## src/rtl/mem_stage.sv

```systemverilog
// mem_stage: pipeline memory-access stage.
// Issues one load/store per instruction over a req/ack port and emits a writeback strobe.
module mem_stage #(
  parameter int DATA_W  = 32,
  parameter int ADDR_W  = 10,
  parameter int TIMEOUT = 255
) (
  input  logic              clk,
  input  logic              rst,
  input  logic              ex_valid,
  input  logic [DATA_W-1:0] rd_in,
  input  logic [DATA_W-1:0] rb_in,
  input  logic [7:0]        ctrl_ex,
  output logic              stall,
  output logic              mem_req,
  output logic              mem_we,
  output logic [ADDR_W-1:0] mem_addr,
  output logic [DATA_W-1:0] mem_wdata,
  input  logic [DATA_W-1:0] mem_rdata,
  input  logic              mem_ack,
  output logic              wb_valid,
  output logic              wb_en,
  output logic [4:0]        wb_reg,
  output logic [DATA_W-1:0] wb_data,
  output logic              err
);

  typedef enum logic {
    S_IDLE,
    S_ACCESS
  } state_t;

  // The abort fires on the last permitted wait cycle, so the request
  // is visible for exactly TIMEOUT cycles when no ack ever arrives.
  localparam logic [7:0] LP_CNT_LAST = 8'(TIMEOUT - 1);

  state_t              r_state;
  logic [7:0]          r_cnt;
  logic                r_req;
  logic                r_we;
  logic [ADDR_W-1:0]   r_addr;
  logic [DATA_W-1:0]   r_wdata;
  logic [DATA_W-1:0]   r_rd;
  logic [4:0]          r_reg;
  logic                r_en;
  logic                r_wb_valid;
  logic                r_wb_en;
  logic [4:0]          r_wb_reg;
  logic [DATA_W-1:0]   r_wb_data;
  logic                r_err;

  logic w_mrd;
  logic w_mwr;
  logic w_illegal;
  logic w_misal;
  logic w_accept;

  // Decode of the incoming control word and accept condition
  always_comb begin
    w_mrd     = ctrl_ex[0];
    w_mwr     = ctrl_ex[1];
    w_illegal = w_mrd & w_mwr;
    w_misal   = (w_mrd | w_mwr) & (rd_in[1:0] != 2'b00);
    w_accept  = ex_valid & (r_state == S_IDLE);
  end

  // Access FSM: accept, memory handshake, timeout abort and writeback
  always_ff @(posedge clk or posedge rst) begin
    if (rst) begin
      r_state    <= S_IDLE;
      r_cnt      <= '0;
      r_req      <= 1'b0;
      r_we       <= 1'b0;
      r_addr     <= '0;
      r_wdata    <= '0;
      r_rd       <= '0;
      r_reg      <= '0;
      r_en       <= 1'b0;
      r_wb_valid <= 1'b0;
      r_wb_en    <= 1'b0;
      r_wb_reg   <= '0;
      r_wb_data  <= '0;
      r_err      <= 1'b0;
    end else begin
      r_wb_valid <= 1'b0;
      unique case (r_state)
        S_IDLE: begin
          if (w_accept) begin
            r_rd  <= rd_in;
            r_reg <= ctrl_ex[7:3];
            r_en  <= ctrl_ex[2];
            if (w_illegal || w_misal) begin
              r_err      <= 1'b1;
              r_wb_valid <= 1'b1;
              r_wb_en    <= 1'b0;
              r_wb_reg   <= ctrl_ex[7:3];
              r_wb_data  <= rd_in;
            end else if (w_mrd || w_mwr) begin
              r_state <= S_ACCESS;
              r_cnt   <= '0;
              r_req   <= 1'b1;
              r_we    <= w_mwr;
              r_addr  <= rd_in[ADDR_W+1:2];
              r_wdata <= rb_in;
            end else begin
              r_wb_valid <= 1'b1;
              r_wb_en    <= ctrl_ex[2];
              r_wb_reg   <= ctrl_ex[7:3];
              r_wb_data  <= rd_in;
            end
          end
        end
        S_ACCESS: begin
          if (mem_ack) begin
            r_state    <= S_IDLE;
            r_req      <= 1'b0;
            r_wb_valid <= 1'b1;
            r_wb_reg   <= r_reg;
            if (r_we) begin
              r_wb_en   <= 1'b0;
              r_wb_data <= r_rd;
            end else begin
              r_wb_en   <= r_en;
              r_wb_data <= mem_rdata;
            end
          end else if (r_cnt == LP_CNT_LAST) begin
            r_state    <= S_IDLE;
            r_req      <= 1'b0;
            r_err      <= 1'b1;
            r_wb_valid <= 1'b1;
            r_wb_en    <= 1'b0;
            r_wb_reg   <= r_reg;
            r_wb_data  <= r_rd;
          end else begin
            r_cnt <= r_cnt + 8'd1;
          end
        end
        default: r_state <= S_IDLE;
      endcase
    end
  end

  assign stall     = (r_state == S_ACCESS);
  assign mem_req   = r_req;
  assign mem_we    = r_we;
  assign mem_addr  = r_addr;
  assign mem_wdata = r_wdata;
  assign wb_valid  = r_wb_valid;
  assign wb_en     = r_wb_en;
  assign wb_reg    = r_wb_reg;
  assign wb_data   = r_wb_data;
  assign err       = r_err;

endmodule

```

## config.mk

```make
export PLATFORM = sky130hd
export DESIGN_NAME = mem_stage
export DESIGN_NICKNAME = d
export VERILOG_FILES = /design/src/rtl/mem_stage.sv
export SDC_FILE = /design/constraint.sdc
export NUM_CORES = 1
export LEC_CHECK = 0
export CAP_MARGIN = 20
export CORE_MARGIN = 1.5
export CORE_UTILIZATION = 42
export CTS_CLUSTER_DIAMETER = 150
export DETAILED_ROUTE_END_ITERATION = 10
export GPL_ROUTABILITY_DRIVEN = 0
export PLACE_DENSITY = 0.77
export SYNTH_ARGS = -nofsm -noshare
export SYNTH_HDL_FRONTEND = slang
export SYNTH_SLANG_ARGS = --single-unit
```

## constraint.sdc

```tcl
create_clock -name clk -period 4 [get_ports clk]
set_input_delay 0.4 -clock clk [delete_from_list [all_inputs] [get_ports clk]]
set_output_delay 0.4 -clock clk [all_outputs]
set_load 0.02 [all_outputs]
```

Word-level counts from Yosys, hierarchy flattened

Cells that the tools add are included.
W data, S select, Z words.

Word-level logic and storage cells: 88
Memory bits (read-only): 0
Bits in writable memories: 0
Bits in registers: 131
Latch bits: 0
Memories kept: 0
Output and inout bits: 85

Multiply operators: 0
Add/sub/neg operators: 1
Bitwise operators: 6
Muxes and demuxes: 48
Order comparisons: 0
Divide/modulo/power cells: 0
Reductions and logical operators: 9
Equal/unequal tests: 10
Shifts and indexed selects: 0

Operators by type and width:

| cell                  | number |
|---|---|
| $mux W32              | 6 |
| $pmux W32 S2          | 1 |
| $mux W8               | 5 |
| $mux W5               | 5 |
| $mux W1               | 24 |
| $pmux W8 S2           | 1 |
| $reduce_and A4 Y1     | 3 |
| $pmux W1 S2           | 5 |
| $pmux W5 S2           | 1 |
| $add A8 B1 Y8 const B | 1 |
| $eq A8 B8 Y1 const B  | 1 |
| $ne A2 B2 Y1 const B  | 4 |
| $ne A2 B1 Y1 const B  | 3 |
| $reduce_and A5 Y1     | 1 |
| $and A1 B1 Y1         | 3 |
| $ne A3 B2 Y1 const B  | 1 |
| $ne A3 B3 Y1 const B  | 1 |
| $reduce_and A3 Y1     | 1 |
| $logic_or A1 B1 Y1    | 2 |
| $not A1 Y1            | 2 |
| $reduce_and A2 Y1     | 1 |
| $reduce_bool A2 Y1    | 1 |
| $or A1 B1 Y1          | 1 |

Longest topological paths before layout

Gate-level depths: netlist of the first run.

Word-level depth: 6
Gate-level depth with buffers: 8
Gate-level depth less buffers: 6

Worst setup path after synthesis of the first run

OpenSTA, ideal clock, no wires.

Path kind: reg2reg
Start point: register r_state, in the netlist stall
End point: register r_addr[6], in the netlist mem_addr[6]
Stages on the path, launching flop included: 8
Data required time: 3875 ps
Data arrival time: 1638 ps
Library setup time: 125 ps
Period minus slack after synthesis: 1763 ps
Path buffers: 4
Slack: 2237 ps
Path through: dfrtp_1 -> buf_2 -> nor2b_1 -> buf_2 -> nand3_1 -> buf_2 -> buf_2 -> mux2_2

Longest elaborated chain between the ends: 3

RTL lines:

| element                              | line | RTL |
|---|---|---|
| from (decl)                          | 37   | `state_t r_state;` |
| from (signal assigned)               | 70   | `r_state <= S_IDLE;` |
| from (signal assigned)               | 99   | `r_state <= S_ACCESS;` |
| from (signal assigned)               | 115  | `r_state <= S_IDLE;` |
| $not A1 Y1 (no source line) *        | n/a  |  |
| $and A1 B1 Y1                        | 64   | `w_accept = ex_valid & (r_state == S_IDLE);` |
| $reduce_and A4 Y1 (no source line) * | n/a  |  |
| to (signal assigned)                 | 103  | `r_addr <= rd_in[ADDR_W+1:2];` |
| to (decl)                            | 41   | `logic [ADDR_W-1:0] r_addr;` |

Mark *: on every way between the ends. The rest lies on a longest branch, timed or not.
A chain may end at the register's enable or synchronous reset.

Final worst setup path of the first run

Start point: register r_state, in the netlist stall
End point: output stall

RTL lines:

| element   | line | RTL |
|---|---|---|
| to (decl) | 14   | `output logic stall,` |

No word-level cell between the ends.

==> results.toml, run 1 <==
[synth]
synth_area_um2 = 5820
ys_warn_count = 0
synth-seq-area-share = 0.563
synth_cells = 439
ys_seq_elements = 131
syn-num-nets = 549
postSynthAreaPerCell_um2 = 13.3
synth_cell_types = 30

[power]
p_leak_nw = 3.68
p_per_area_nw_per_um2 = 530
power_mw = 4.48
vdd_ir_drop_max_mv = 0.242

[finish]
drive_above_1_share = 0.256
syn_to_final_growth_pct = 45.4
insertedDiodeCount = 0
finish.net_count = 739

[routing]
wire_per_inst_um = 16.8
drt_wl_total_um = 13700
drtIter0Drc = 154
drt-pass1-iter-count = 4
num_vias = 4170
via_per_inst = 5.10
drc_errors = 0
ant_nets = 0

[timing]
setup_viol = 0
rsz0062_at_grt = "no"
slew_viol_final = 0
skew_ns = 0.00494
hold_viol = 0
fmax_mhz = 362
worst_slack_ns = 1.23
min_period_over_period = 0.691
tns_ns = 0
worst_pin_slew_ns = 0.716
fin_crit_ns = 2.77
slew_headroom = 0.523

[floorplanning]
fp.dieH_um = 121
ioPinCount = 193
start_util = 0.434
dieWidth_um = 121
core-area_um2 = 13400
dieArea_um2 = 14600
row_count = 42

[global_route]
gr-total-overflow = 0
track_usage = 0.192
grt_max_degree = 88
antenna_found_initial = 0
grt_pass1_vias = 4439
grt_pass1_wl_um = 21800

[place]
dpl.hpwl_um = 9370
place_ws_ns = 1.30
io_buffers = 192

[worst_setup_path]
crit_path_end_kind = "output port"
crit_fanout = 68
required_ns = 3.60
slowest_delay_ns = 0.76
worstSetupPathType = "reg -> out"
start_kind = "flop"
path_cells = "buf_4 > clkdlybuf4s50_1"
cp_data_arrival_time_ns = 2.37
slowest_stage = "clkdlybuf4s50_1"

[cts]
clock-root-buffer = "clkbuf_16"
clk_pin_slew_ns = 0.05
cts_buffer_depth = 2
cts-buffers-inserted = 17
cts_tree = "built"
cts_setup_buffers = 0
cts_sinks = 131
insertion_delay_ns = 0.41
htree_levels = 4
hold_buffers = 0
post_cts_resized = 0

[run]
maxCapViolCount = 0

[status]
outcome = "finished, final reports clean"

[min_path]
hold_class = "in -> async"
[metrics by stage]
step           cells  utilization  hold WS, ns  instance area, um2
2_1_floorplan    439            -        0.475                5820
3_3_place_gp     785        0.590        0.476                7900
3_5_place_dp     786        0.591        0.475                7920
4_1_cts          817        0.631        0.423                8460
5_1_grt          817        0.631        0.453                8460
6_report         817        0.631        0.400                8460
[synth_stat cells (all sizes together)]
master    n  share of area
dfrtp   131           0.56
mux2    124           0.25
nor2     37          0.024
a21oi    36          0.032
mux2i    32          0.055
buf      20          0.020
nand2     9         0.0058
clkbuf    7         0.0045
nand3     7         0.0060
o21ai     7         0.0067
a31oi     6         0.0065
inv       5         0.0032
nand2b    3         0.0032
and3      2         0.0022
ha        2         0.0043
nand4     2         0.0047
nor2b     2         0.0022
a221o     1         0.0017
a41oi     1         0.0015
o211a     1         0.0017
o211ai    1         0.0013
o21a      1         0.0013
o32ai     1         0.0015
xor2      1         0.0015
[metal layers]
metal | wire length [um] | track usage
met1 | 5790 | 0.229
met2 | 6840 | 0.328
met3 | 769 | 0.0509
met4 | 299 | 0.0816
met5 | 0 | 0
[cell families (layout without fill, tap and decap cells)]
logic type | after synthesis | after routing | synth area share
flops | 131 | 131 | 0.563
simple gates | 62 | 62 | 0.0480
buf+inv | 32 | 234 | 0.0282
mux | 156 | 156 | 0.301
compound gates | 55 | 55 | 0.0538
xor+xnor | 1 | 1 | 0.00151
fa+ha+maj | 2 | 2 | 0.00430
[report_power, final]
part           switching [mW]  internal, mW
Sequential              0.159          1.60
Combinational           0.593         0.738
Clock                   0.526         0.868
Total                    1.28          3.20
[final cells by class]
class                      count  area, um2
inverter                       5       21.3
clock buffer                  27        513
timing repair buffer         198       2000
sequential                   131       3280
tap                          176        220
fill                        1059       4940
clock inverter                 4       22.5
multi-input combinational    276       2400
[path summary, 6_finish.rpt]
kind                       slack, ns  depth (start not counted)             from                   endpoint
hold / removal                  0.40                          2              rst  mem_wdata[24]$_DFFE_PP0P_
max in group asynchronous       2.71                          3              rst            stall$_DFF_PP0_
hold reg to reg                 0.49                          1  err$_DFFE_PP0P_            err$_DFFE_PP0P_
min in group clk                0.49                          1  err$_DFFE_PP0P_            err$_DFFE_PP0P_
setup reg to reg                1.59                          5  stall$_DFF_PP0_       r_cnt[2]$_DFFE_PP0P_
setup / recovery                1.23                          2  stall$_DFF_PP0_                      stall
[worst max-delay path: cells and delay by family (launching register included)]
family                 cells  cell delay (ns)
buffers and inverters      2             1.41
DFF                        1             0.54
[placed cells by master, fill, tap and decap left out, types with 4 or more instances in the layout]
| cell type | n |
|---|---|
| a21oi_1 | 35 |
| a31oi_1 | 6 |
| clkbuf_1 | 5 |
| clkbuf_16 | 17 |
| clkbuf_8 | 5 |
| clkdlybuf4s50_1 | 192 |
| dfrtp_1 | 130 |
| inv_1 | 4 |
| mux2_2 | 115 |
| mux2_4 | 9 |
| mux2i_1 | 32 |
| nand2_1 | 9 |
| nand3_1 | 6 |
| nor2_1 | 37 |
| o21ai_0 | 5 |
Note: power is estimated with default switching activity, not from simulation.
==> run 2: changes to the inputs <==
Settings changed: CORE_UTILIZATION 42 to 46, PLACE_DENSITY 0.77 to 0.8.
Clock period 4 ns to 2.7 ns, I/O delays scaled along.
==> run 2 against run 1 <==
  * Combinational power up 50%
  * Total power up 53%
  * Non-clock buffer count up 4
  * Count of clock-buffer cells in the layout down 1
  * Hold slack worse by 0.063 ns
  * Setup slack worse by 0.52 ns
  * Cell area up 0.77%
==> results.toml, run 2 (synthesized netlist as in run 1, its figures left out) <==
[status]
outcome = "finished, final reports clean"

[finish]
multi_input_area_um2 = 2400
fillCellCount = 921
register_area_um2 = 3280
final_util = 0.701
syn_to_final_growth_pct = 46.5
finish.net_count = 743
final_common_cell = "clkdlybuf4s50_1"
insertedDiodeCount = 0
drive_above_1_share = 0.257
layout_common_cells = "clkdlybuf4s50_1 (192), dfrtp_1 (130), mux2_2 (115)"

[worst_setup_path]
critPathTopFamily = "flip-flops"
start_kind = "flop"
cp_data_arrival_time_ns = 2.30
crit_fanout = 48
crit_buf_inv = 1
crit_path_end_kind = "flop"
rrSetupSlack_ns = 0.71
r2r-start = "stall$_DFF_PP0_"
path_cells = "nor2b_4 > nand3_2 > buf_4 > nand2_1 > a31oi_1"
required_ns = 3.01
slowest_stage = "dfrtp_2"
worstSetupPathType = "reg -> reg"
slowest_delay_ns = 0.57
critPathLaunch = "stall$_DFF_PP0_"

[power]
power_mw = 6.86
p_per_area_nw_per_um2 = 805
vdd_ir_drop_max_mv = 0.461
p_leak_nw = 3.72

[floorplanning]
fp.dieH_um = 115
dieWidth_um = 115
dieArea_um2 = 13300
start_util = 0.478
row_count = 40
ioPinCount = 193
core-area_um2 = 12200

[global_route]
antenna_found_initial = 0
gr-total-overflow = 0
grt_max_degree = 97
grt_pass1_wl_um = 22400
grt_pass1_vias = 4578
track_usage = 0.222

[timing]
min_period_over_period = 0.736
worst_pin_slew_ns = 0.627
tns_ns = 0
setup_viol = 0
hold_viol = 0
slew_viol_final = 0
fin_crit_ns = 1.99
slew_headroom = 0.582
rsz0062_at_grt = "no"
fmax_mhz = 503
skew_ns = 0.00695
worst_slack_ns = 0.713

[routing]
wire_per_inst_um = 17.3
ant_nets = 0
drc_errors = 0
num_vias = 4202
drt_wl_total_um = 14100
drtIter0Drc = 200
via_per_inst = 5.17
drt-pass1-iter-count = 4

[place]
io_buffers = 192
place_ws_ns = 0.473
dpl.hpwl_um = 9660

[cts]
htree_levels = 4
cts_buffer_depth = 2
hold_buffers = 0
cts_setup_buffers = 0
cts_sinks = 131
cts-buffers-inserted = 17
clk_pin_slew_ns = 0.05
clock-root-buffer = "clkbuf_16"
insertion_delay_ns = 0.41
cts_tree = "built"
post_cts_resized = 0

[run]
maxCapViolCount = 0

[min_path]
hold_class = "in -> async"
==> run 2: cell count changes in the layout (fill, tap and decap cells not counted), sizes merged <==
cell	before	now
buf	6	10
bufinv	0	3
clkbuf	27	26
inv	5	4
clkinv	3	2
==> run 2: metrics by stage <==
step	cell area [um2]	hold slack [ns]	cells
after global routing	8520	0.433	813
after detailed placement	7950	0.471	782
after CTS	8520	0.388	813
final	8520	0.337	813
after floorplan	5820	0.420	439
after global placement	7950	0.476	782
==> run 2: worst register-to-register path, delay by kind of cell (launching register included) <==
family / cells / cell delay [ns]
compound gates: 1 / 0.29
buf+inv: 1 / 0.51
flops: 1 / 0.57
simple gates: 3 / 0.52
==> run 2: where the power goes <==
part / total, mW / internal (mW) / leakage (nW) / switching [mW]
logic: 1.99 / 1.10 / 1.88 / 0.894
clock network: 2.27 / 1.49 / 0.282 / 0.778
registers: 2.60 / 2.36 / 1.55 / 0.231
total: 6.86 / 4.96 / 3.72 / 1.90
==> run 2: path summary, 6_finish.rpt <==
path                                             to  depth (start not counted)
hold / removal              mem_addr[9]$_DFFE_PP0P_                          3
setup reg to reg               r_cnt[4]$_DFFE_PP0P_                          5
hold reg to reg                     err$_DFFE_PP0P_                          1
min in group clk           mem_wdata[1]$_DFFE_PP0P_                          2
max in group asynchronous           stall$_DFF_PP0_                          3
setup / recovery               r_cnt[4]$_DFFE_PP0P_                          5
==> run 2: cell type report <==
class	instances	area share
Timing Repair Buffer	202	0.239
Multi-Input combinational cell	276	0.281
Tap cell	168	0.0247
Inverter	5	0.00264
Clock buffer	26	0.0562
Sequential cell	131	0.385
Clock inverter	5	0.0117
==> run 2: routing by layer <==
layer / GRT usage / share of wire / vias to the layer above
met4: 0.0914 / 0.022 / 0
met1: 0.263 / 0.42 / 2104
met5: 0 / 0 / -
li1: - / - / 1951
met3: 0.0643 / 0.053 / 23
met2: 0.379 / 0.50 / 124
==> run 3: changes to the inputs <==
Clock period 2.7 ns to 1.9 ns, I/O delays scaled along.
==> run 3 against run 2 <==
  * Hold slack worse by 0.070 ns
  * Sequential share of layout area down 0.35 points
  * Non-clock buffer count up 5
  * Register-to-register slack worse by 0.67 ns
  * Final cell count up 0.74%
  * Clock skew up 0.0027 ns
  * Utilization up 0.64 points
  * Via count down 0.71%
  * Largest power group unchanged
  * Critical path depth up 2
  * First-iteration DRC count up 38%
  * Global-route usage down 0.27 points
  * Die area unchanged
  * Largest cell class unchanged
==> results.toml, run 3 (synthesized netlist as in run 1, its figures left out) <==
[cts]
insertion_delay_ns = 0.40
cts-buffers-inserted = 17
htree_levels = 4
clock-root-buffer = "clkbuf_16"
clk_pin_slew_ns = 0.06
cts_tree = "built"
cts_sinks = 131
cts_buffer_depth = 2
hold_buffers = 0

[worst_setup_path]
required_ns = 2.18
cp_data_arrival_time_ns = 2.14
start_kind = "flop"
worstSetupPathType = "reg -> reg"
crit_path_end_kind = "flop"
crit_fanout = 36
r2r-start = "r_cnt[0]$_DFFE_PP0P_"
rrSetupSlack_ns = 0.04
r2r_cells = 7
r2r_end = "wb_data[16]$_DFFE_PP0P_"

[routing]
wl_met3_um = 728
drc_errors = 0
num_vias = 4172
drtIter0Drc = 276
via_per_inst = 5.09
wl_met2_um = 7200
ant_nets = 0
drt-met1-wl_um = 5880
drt_wl_total_um = 14100
top_layer = "met4"
wire_per_inst_um = 17.2
drt-pass1-iter-count = 5

[floorplanning]
ioPinCount = 193
start_util = 0.478
dieWidth_um = 115
core-area_um2 = 12200
fp.dieH_um = 115
row_count = 40
dieArea_um2 = 13300

[timing]
worst_pin_slew_ns = 0.556
fmax_mhz = 539
slew_headroom = 0.629
min_period_over_period = 0.977
rsz0062_at_grt = "no"
skew_ns = 0.00967
setup_viol = 0
hold_ws_ns = 0.267
hold_viol = 0
slew_viol_final = 0
fin_crit_ns = 1.86

[place]
placed_cell_area_um2 = 8020
io_buffers = 192
dpl.hpwl_um = 9690

[finish]
final_util = 0.707
finish.net_count = 748
final_common_cell = "clkdlybuf4s50_1"
drive_above_1_share = 0.275
insertedDiodeCount = 0
design_area_um2 = 8600
layout_common_cells = "clkdlybuf4s50_1 (191), dfrtp_1 (130), mux2_2 (115)"
syn_to_final_growth_pct = 47.8

[power]
p_leak_nw = 3.75
p_per_area_nw_per_um2 = 1130
vdd_ir_drop_max_mv = 0.469
power_mw = 9.69

[global_route]
grt_max_degree = 105
grt_pass1_wl_um = 22500
gr-total-overflow = 0
grt_pass1_vias = 4485
track_usage = 0.219
antenna_found_initial = 0

[min_path]
hold_class = "in -> async"

[run]
maxCapViolCount = 0

[status]
outcome = "finished, final reports clean"
-- run 3: timing repair --
item                       4_1_cts  5_1_grt
resized for setup                1        1
setup endpoints to repair        1        5
setup buffers                    0        0
-- run 3: metal layers --
layer | up-vias | track usage
met5 | - | 0
met4 | 0 | 0.0856
met3 | 19 | 0.0497
met2 | 129 | 0.371
met1 | 2065 | 0.274
li1 | 1959 | -
-- run 3: worst max-delay path by stage --
stage / to / slack [ns] / startpoint
floorplan: err$_DFFE_PP0P_ / 0.09 / rst
global placement: wb_data[9]$_DFFE_PP0P_ / -0.07 / ctrl_ex[1]
detailed placement: wb_data[16]$_DFFE_PP0P_ / -0.10 / ctrl_ex[1]
CTS: wb_data[16]$_DFFE_PP0P_ / 0.06 / r_cnt[0]$_DFFE_PP0P_
global route: wb_data[16]$_DFFE_PP0P_ / 0.001 / r_cnt[0]$_DFFE_PP0P_
finish: wb_data[16]$_DFFE_PP0P_ / 0.04 / r_cnt[0]$_DFFE_PP0P_
-- run 3: area by class of cell --
| cell class | instances | area [um2] |
|---|---|---|
| Clock buffer | 19 | 443 |
| Clock inverter | 13 | 136 |
| Fill cell | 874 | 3560 |
| Inverter | 5 | 22.5 |
| Multi-Input combinational cell | 276 | 2400 |
| Sequential cell | 131 | 3280 |
| Tap cell | 168 | 210 |
| Timing Repair Buffer | 207 | 2110 |
-- run 3: power breakdown --
part | internal [mW] | leakage [nW] | total [mW] | switching (mW)
sequential | 3.36 | 1.55 | 3.69 | 0.328
combinational | 1.58 | 1.92 | 2.85 | 1.27
clock | 1.96 | 0.275 | 3.15 | 1.19
-- run 3: worst max-delay path: stages, from the launching register on --
cell and delay, ns:
dfrtp_1 0.42, inv_1 0.06, ha_1 0.21, nand4_1 0.13
o21ai_2 0.11, a21oi_4 0.16, buf_12 0.24, mux2_2 0.37
-- run 3: metrics by stage --
step | cells | setup WS (ns) | setup TNS, ns
after global placement | 787 | -0.0679 | -2.05
after global routing | 819 | 0.00132 | 0
after CTS | 819 | 0.0642 | 0
final | 819 | 0.0431 | 0
after floorplan | 439 | 0.0868 | 0
after detailed placement | 787 | -0.103 | -2.92
